==> config.mk <==
export PLATFORM = sky130hd
export DESIGN_NAME = if_prefetch
export DESIGN_NICKNAME = d
export VERILOG_FILES = /design/src/rtl/if_pkg.sv /design/src/rtl/if_fifo.sv /design/src/rtl/if_prefetch.sv
export SDC_FILE = /design/constraint.sdc
export NUM_CORES = 1
export LEC_CHECK = 0
export ABC_AREA = 1
export BUFFER_PORTS_ARGS = -buffer_cell sky130_fd_sc_hd__buf_2
export CORE_MARGIN = 10
export CORE_UTILIZATION = 40
export CTS_CLUSTER_SIZE = 20
export DETAILED_ROUTE_END_ITERATION = 8
export PLACE_DENSITY_LB_ADDON = 0.25
export REMOVE_ABC_BUFFERS = 1
export SYNTH_ARGS = -nofsm -noshare
export SYNTH_HDL_FRONTEND = slang
export SYNTH_SLANG_ARGS = --single-unit
==> constraint.sdc <==
create_clock -name clk -period 4.3 [get_ports clk]
set_input_delay 0.215 -clock clk [delete_from_list [all_inputs] [get_ports clk]]
set_output_delay 0.215 -clock clk [all_outputs]
set_load 0.05 [all_outputs]
==> src/rtl/if_pkg.sv <==
`default_nettype none
// ============================================================================
// if_pkg : shared constants and entry type for the IF prefetch stage
// Rev 1.0
// ============================================================================
package if_pkg;

  localparam logic [31:0] DEFAULT_START_ADDR = 32'hBFC00000;
  localparam int          JBR_BUS_W          = 33;
  localparam int          EXC_BUS_W          = 34;
  localparam int          IF_ID_W            = 64;

  typedef struct packed {
    logic [31:0] pc;
    logic [31:0] inst;
  } if_entry_t;

endpackage
`default_nettype wire

==> src/rtl/if_fifo.sv <==
`default_nettype none
// ============================================================================
// if_fifo : synchronous FIFO of fetched {pc, inst} entries, flush beats push
// Rev 1.0
// ============================================================================
module if_fifo
  import if_pkg::*;
#(
  parameter int DEPTH = 4
) (
  input  logic                   clk,
  input  logic                   resetn,
  input  logic                   push,
  input  if_entry_t              push_data,
  input  logic                   pop,
  input  logic                   flush,
  output logic [$clog2(DEPTH):0] count,
  output if_entry_t              head
);

  localparam int PW = $clog2(DEPTH);

  if_entry_t       r_mem [DEPTH];
  logic [PW-1:0]   r_rd_ptr;
  logic [PW-1:0]   r_wr_ptr;
  logic [PW:0]     r_count;
  logic            w_do_push;
  logic            w_do_pop;

  assign w_do_push = push && !flush;
  assign w_do_pop  = pop && (r_count != '0);

  always_ff @(posedge clk) begin
    if (!resetn || flush) begin
      r_rd_ptr <= '0;
      r_wr_ptr <= '0;
      r_count  <= '0;
    end else begin
      if (w_do_push) r_wr_ptr <= r_wr_ptr + PW'(1);
      if (w_do_pop)  r_rd_ptr <= r_rd_ptr + PW'(1);
      r_count <= r_count + (PW+1)'(w_do_push) - (PW+1)'(w_do_pop);
    end
  end

  // Storage needs no reset; occupancy alone decides what is visible.
  always_ff @(posedge clk) begin
    if (resetn && w_do_push) r_mem[r_wr_ptr] <= push_data;
  end

  assign count = r_count;
  assign head  = r_mem[r_rd_ptr];

endmodule
`default_nettype wire

==> src/rtl/if_prefetch.sv <==
`default_nettype none
// ============================================================================
// if_prefetch : credit-based sequential fetch into a prefetch queue for ID
// Rev 1.0
// ============================================================================
module if_prefetch
  import if_pkg::*;
#(
  parameter logic [31:0] START_ADDR = DEFAULT_START_ADDR,
  parameter int          DEPTH      = 4
) (
  input  logic                   clk,
  input  logic                   resetn,
  output logic                   inst_req,
  output logic [31:0]            inst_addr,
  input  logic [31:0]            inst,
  input  logic [JBR_BUS_W-1:0]   jbr_bus,
  input  logic [EXC_BUS_W-1:0]   exc_bus,
  input  logic                   id_ready,
  output logic                   if_valid,
  output logic [IF_ID_W-1:0]     IF_ID_bus,
  output logic [31:0]            IF_pc,
  output logic [31:0]            IF_inst,
  output logic [$clog2(DEPTH):0] occupancy
);

  localparam int CW = $clog2(DEPTH) + 1;

  logic [31:0]  r_fetch_pc;
  logic [31:0]  r_req_pc;
  logic         r_inflight;
  logic         r_kill;

  logic         w_exc_valid;
  logic [31:0]  w_exc_pc;
  logic         w_jbr_taken;
  logic [31:0]  w_jbr_target;
  logic         w_redirect;
  logic [31:0]  w_target;
  logic         w_push;
  logic         w_pop;
  logic [CW-1:0] w_count;
  logic [CW:0]  w_credit;
  if_entry_t    w_push_data;
  if_entry_t    w_head;
  logic         w_unused_overflow;

  assign w_exc_valid       = exc_bus[33];
  assign w_exc_pc          = exc_bus[32:1];
  assign w_unused_overflow = exc_bus[0];
  assign w_jbr_taken       = jbr_bus[32];
  assign w_jbr_target      = jbr_bus[31:0];

  assign w_redirect = w_exc_valid | w_jbr_taken;
  assign w_target   = w_exc_valid ? w_exc_pc : w_jbr_target;

  // Queue slots plus the outstanding read must fit, so a response always lands.
  assign w_credit  = {1'b0, w_count} + (CW+1)'(r_inflight);
  assign inst_req  = resetn && !w_redirect && (w_credit < (CW+1)'(DEPTH));
  assign inst_addr = r_fetch_pc;

  always_ff @(posedge clk) begin
    if (!resetn) begin
      r_fetch_pc <= START_ADDR;
      r_req_pc   <= '0;
      r_inflight <= 1'b0;
      r_kill     <= 1'b0;
    end else begin
      r_inflight <= inst_req;
      r_kill     <= w_redirect && inst_req;
      if (w_redirect) begin
        r_fetch_pc <= w_target;
      end else if (inst_req) begin
        r_req_pc   <= r_fetch_pc;
        r_fetch_pc <= {r_fetch_pc[31:2] + 30'd1, r_fetch_pc[1:0]};
      end
    end
  end

  assign w_push      = r_inflight && !r_kill && !w_redirect;
  assign w_pop       = if_valid && id_ready;
  assign w_push_data = '{pc: r_req_pc, inst: inst};

  if_fifo #(
    .DEPTH (DEPTH)
  ) u_fifo (
    .clk       (clk),
    .resetn    (resetn),
    .push      (w_push),
    .push_data (w_push_data),
    .pop       (w_pop),
    .flush     (w_redirect),
    .count     (w_count),
    .head      (w_head)
  );

  assign if_valid  = (w_count != '0);
  assign occupancy = w_count;
  assign IF_ID_bus = w_head;
  assign IF_pc     = w_head.pc;
  assign IF_inst   = w_head.inst;

endmodule
`default_nettype wire

==> out/qor.csv <==
stage;metric;value;unit
floorplanning;die_h;206.3;um
routing;wirelength;38010;um
routing;drc_errors;0;
timing;finalHoldViolCount;0;
synth;ys_ff_latch;331;
pwr;p_leak;6.500;nW
synth;synth_area_leader_cell;edfxtp_1;
hold_path;hold_path_end;inst_addr[6];
clock_network;tritoncts;done;
pwr;combPwrFrac;6.0;%
placement;hpwl;24300;um
synth;syn_inst;1292;
synth;syn_area;13890;um^2
pwr;switching_share;22.22;%
routing;wl_per_cell;19.09;um
finish;multiInputGateArea;3762;um^2
placement;placed_cells;1900;
timing;timing.hold.ws;12.57;ps
floorplanning;num_io_pins;267;
hold_path;hold_depth;3;
hold_path;min_path_type;input port to flip-flop;
finish;layout.cells.non_filler;1991;
synth;yosysTopAreaCellShare;55.36;%
finish;fin_area;16670;um^2
critical_path;crit_arrival;2960;ps
floorplanning;row_count;68;
timing;worst_pin_slew;1063;ps
finish;regArea;9194;um^2
placement;numPortBuffers;265;
timing;drv_slew;0;
synth;syn_avg_cell_area;10.75;um^2
critical_path;cp_slowest_cell;buf_4;
critical_path;reg2reg_slack;1880;ps
critical_path;r2r_end;r_req_pc[26];
pwr;internal_power;5.252;mW
clock_network;cts_setup_buffers;0;
global_routing;grt_antenna_before_repair;0;
outcome;status;completed;
finish;diodes;0;
floorplanning;fp.dieW;206.3;um
pwr;p_sw;1.500;mW
pwr;p_seq_share;52.6;%
pwr;powerDensity;405.2;nW/um^2
synth;ys_async_sr_fraction;0;%
critical_path;reg2regPathDepth;8;
timing;final.min_clock_period;3175;ps
synth;ys_warn_count;0;
finish;drive_gt1_share;22.20;%
timing;timing.fmax;0.3149;GHz
routing;drtIter0Drc;489;
timing;setup_viol;0;
timing;worst_clock_skew;20.55;ps
hold_path;worstHoldStart;jbr_bus[6];
finish;fillers;3202;
global_routing;grt_pass1_wl;57340;um
critical_path;worstSetupStartpointType;flip-flop;
flow_run;cap_violations;0;
synth;yosysSeqAreaShare;66.17;%
timing;final.period_utilization;73.84;%
synth;ys.flop_type;edfxtp_1;
critical_path;timing.rr.start;u_fifo.count[1];
routing;antenna_left;0;
clock_network;cts.sinks;331;
floorplanning;start_util;40.40;%
timing;rsz0062_at_grt;false;
pwr;irDropWorstVdd;0.0002569;V
routing;viasPerCell;5.050;
routing;num_vias;10050;
floorplanning;die-area;42570;um^2
placement;placed_area;15290;um^2
clock_network;htreeDepth;2;
clock_network;cts_root_buffer;clkbuf_16;
synth;synth_area_leaders;edfxtp_1, dfxtp_1, o21ai_0;
placement;gp_congestion;0.8245;
clock_network;clkTransAtPathRegs;60;ps
timing;relSlewSlack;29.03;%
finish;post-route-util;48.49;%
clock_network;cts_made_buffers;36;
finish;areaGrowthSynthToFinish;20.01;%
synth;synth_edf_count;256;
routing;first_pass_iters;5;
finish;nets;1627;
critical_path;critPathRequiredTime;4090;ps
clock_network;worst_skew_pair.late_latency;510;ps
global_routing;track_usage;17.29;%
global_routing;grt_max_degree;87;
critical_path;crit_path_end_kind;primary output;
critical_path;crit_type;flip-flop to primary output;
floorplanning;core;34370;um^2
pwr;clock_power_share;41.5;%
clock_network;cts.path.max_buffers;3;
synth;synthDistinctLibCells;34;
critical_path;crit_chain;buf_4 > o21ai_0 > o22ai_1 > buf_2;
global_routing;overflow;0;
critical_path;worstPathMaxFanout;86;
critical_path;cpPeakStageDelay;790;ps
global_routing;grt_pass1_vias;9990;
-- worst max-delay path, delay by kind of cell, from the launching register on --
kind / cells / cell delay [ps]
flops: 1 / 690
compound gates: 2 / 600
buf+inv: 2 / 1140
-- layer usage --
metal	track usage, %	part of all wire, %	wire [um]
met1	22.50	44	16700
met2	28.66	47	17990
met3	3.699	6.7	2565
met4	4.613	2.0	753
met5	0	0	0
-- synth_stat cells (2+ instances only) --
library cell	number
a211oi_1	3
a21oi_1	46
a22o_1	8
a22oi_1	22
a31oi_1	6
buf_1	5
buf_2	11
buf_4	66
clkbuf_1	48
dfxtp_1	75
edfxtp_1	256
ha_1	8
inv_1	52
nand2_1	156
nand2_4	2
nand3_1	26
nor2_1	230
o21ai_0	186
o21ai_1	2
o22ai_1	64
xnor2_1	3
xor2_1	5
-- flip-flops by register name, indices dropped and copies added, names as in the netlist, named ones only --
register and flops:
u_fifo.r_wr_ptr 2, u_fifo.count 3, u_fifo.r_rd_ptr 2, u_fifo.r_mem 256, r_req_pc 32, r_kill 1, inst_addr 32, r_inflight 1
-- repair_timing --
action / 4_1_cts / 5_1_grt
gates resized for setup: 0 / 0
hold endpoints to repair: 129 / 0
hold buffers: 33 / 0
-- per-stage QoR --
step / power [mW] / worst slack, ps / setup TNS, ps
6_report: 6.753 / 1125 / 0
5_1_grt: 6.989 / 787.1 / 0
4_1_cts: 6.824 / 1036 / 0
3_5_place_dp: 3.997 / 1406 / 0
3_3_place_gp: 3.990 / 1429 / 0
2_1_floorplan: 3.820 / -1049 / -134270
-- placed cells by master, fill, tap and decap left out, types with 37 or more instances in the layout --
cell type and n:
a21oi_1 46, buf_2 265, clkbuf_16 37, dfxtp_1 73, edfxtp_1 256, inv_1 51
nand2_1 156, nor2_1 225, o21ai_0 186, o22ai_1 64
-- cells by family after synthesis --
logic type      count (synthesis)  synth area share [%]
fa+ha+maj                       9                0.8650
buf+inv                       186                 6.974
flops                         331                 66.17
compound gates                337                 13.44
simple gates                  420                 12.02
other cells                     1               0.02700
xor+xnor                        8                0.5046
-- area by class of cell --
cell class | instances | share of cell area, %
sequential | 331 | 55.17
multi-input combinational | 775 | 22.58
timing repair buffer | 317 | 11.32
clock buffer | 48 | 5.863
tap | 455 | 3.416
inverter | 55 | 1.261
clock inverter | 10 | 0.3979
-- worst max-delay path by stage --
stage          depth (start not counted)            endpoint        start
2_1_floorplan                          3        IF_ID_bus[0]    flip-flop
3_5_place_dp                           7  u_fifo.r_mem[3][6]  jbr_bus[32]
6_report                               4       IF_ID_bus[50]    flip-flop
3_3_place_gp                           7  u_fifo.r_mem[3][6]  jbr_bus[32]
5_1_grt                                4       IF_ID_bus[57]    flip-flop
4_1_cts                                4       IF_ID_bus[57]    flip-flop
-- power by group through the flow --
stage / Combinational, mW / Sequential [mW] / Clock [mW]
detailed placement: 0.381 / 3.62 / 0
CTS: 0.407 / 3.55 / 2.87
floorplan: 0.143 / 3.68 / 0
finish: 0.403 / 3.55 / 2.80
global placement: 0.375 / 3.61 / 0
global route: 0.442 / 3.56 / 2.99
Power figures use the tool's default switching activity.
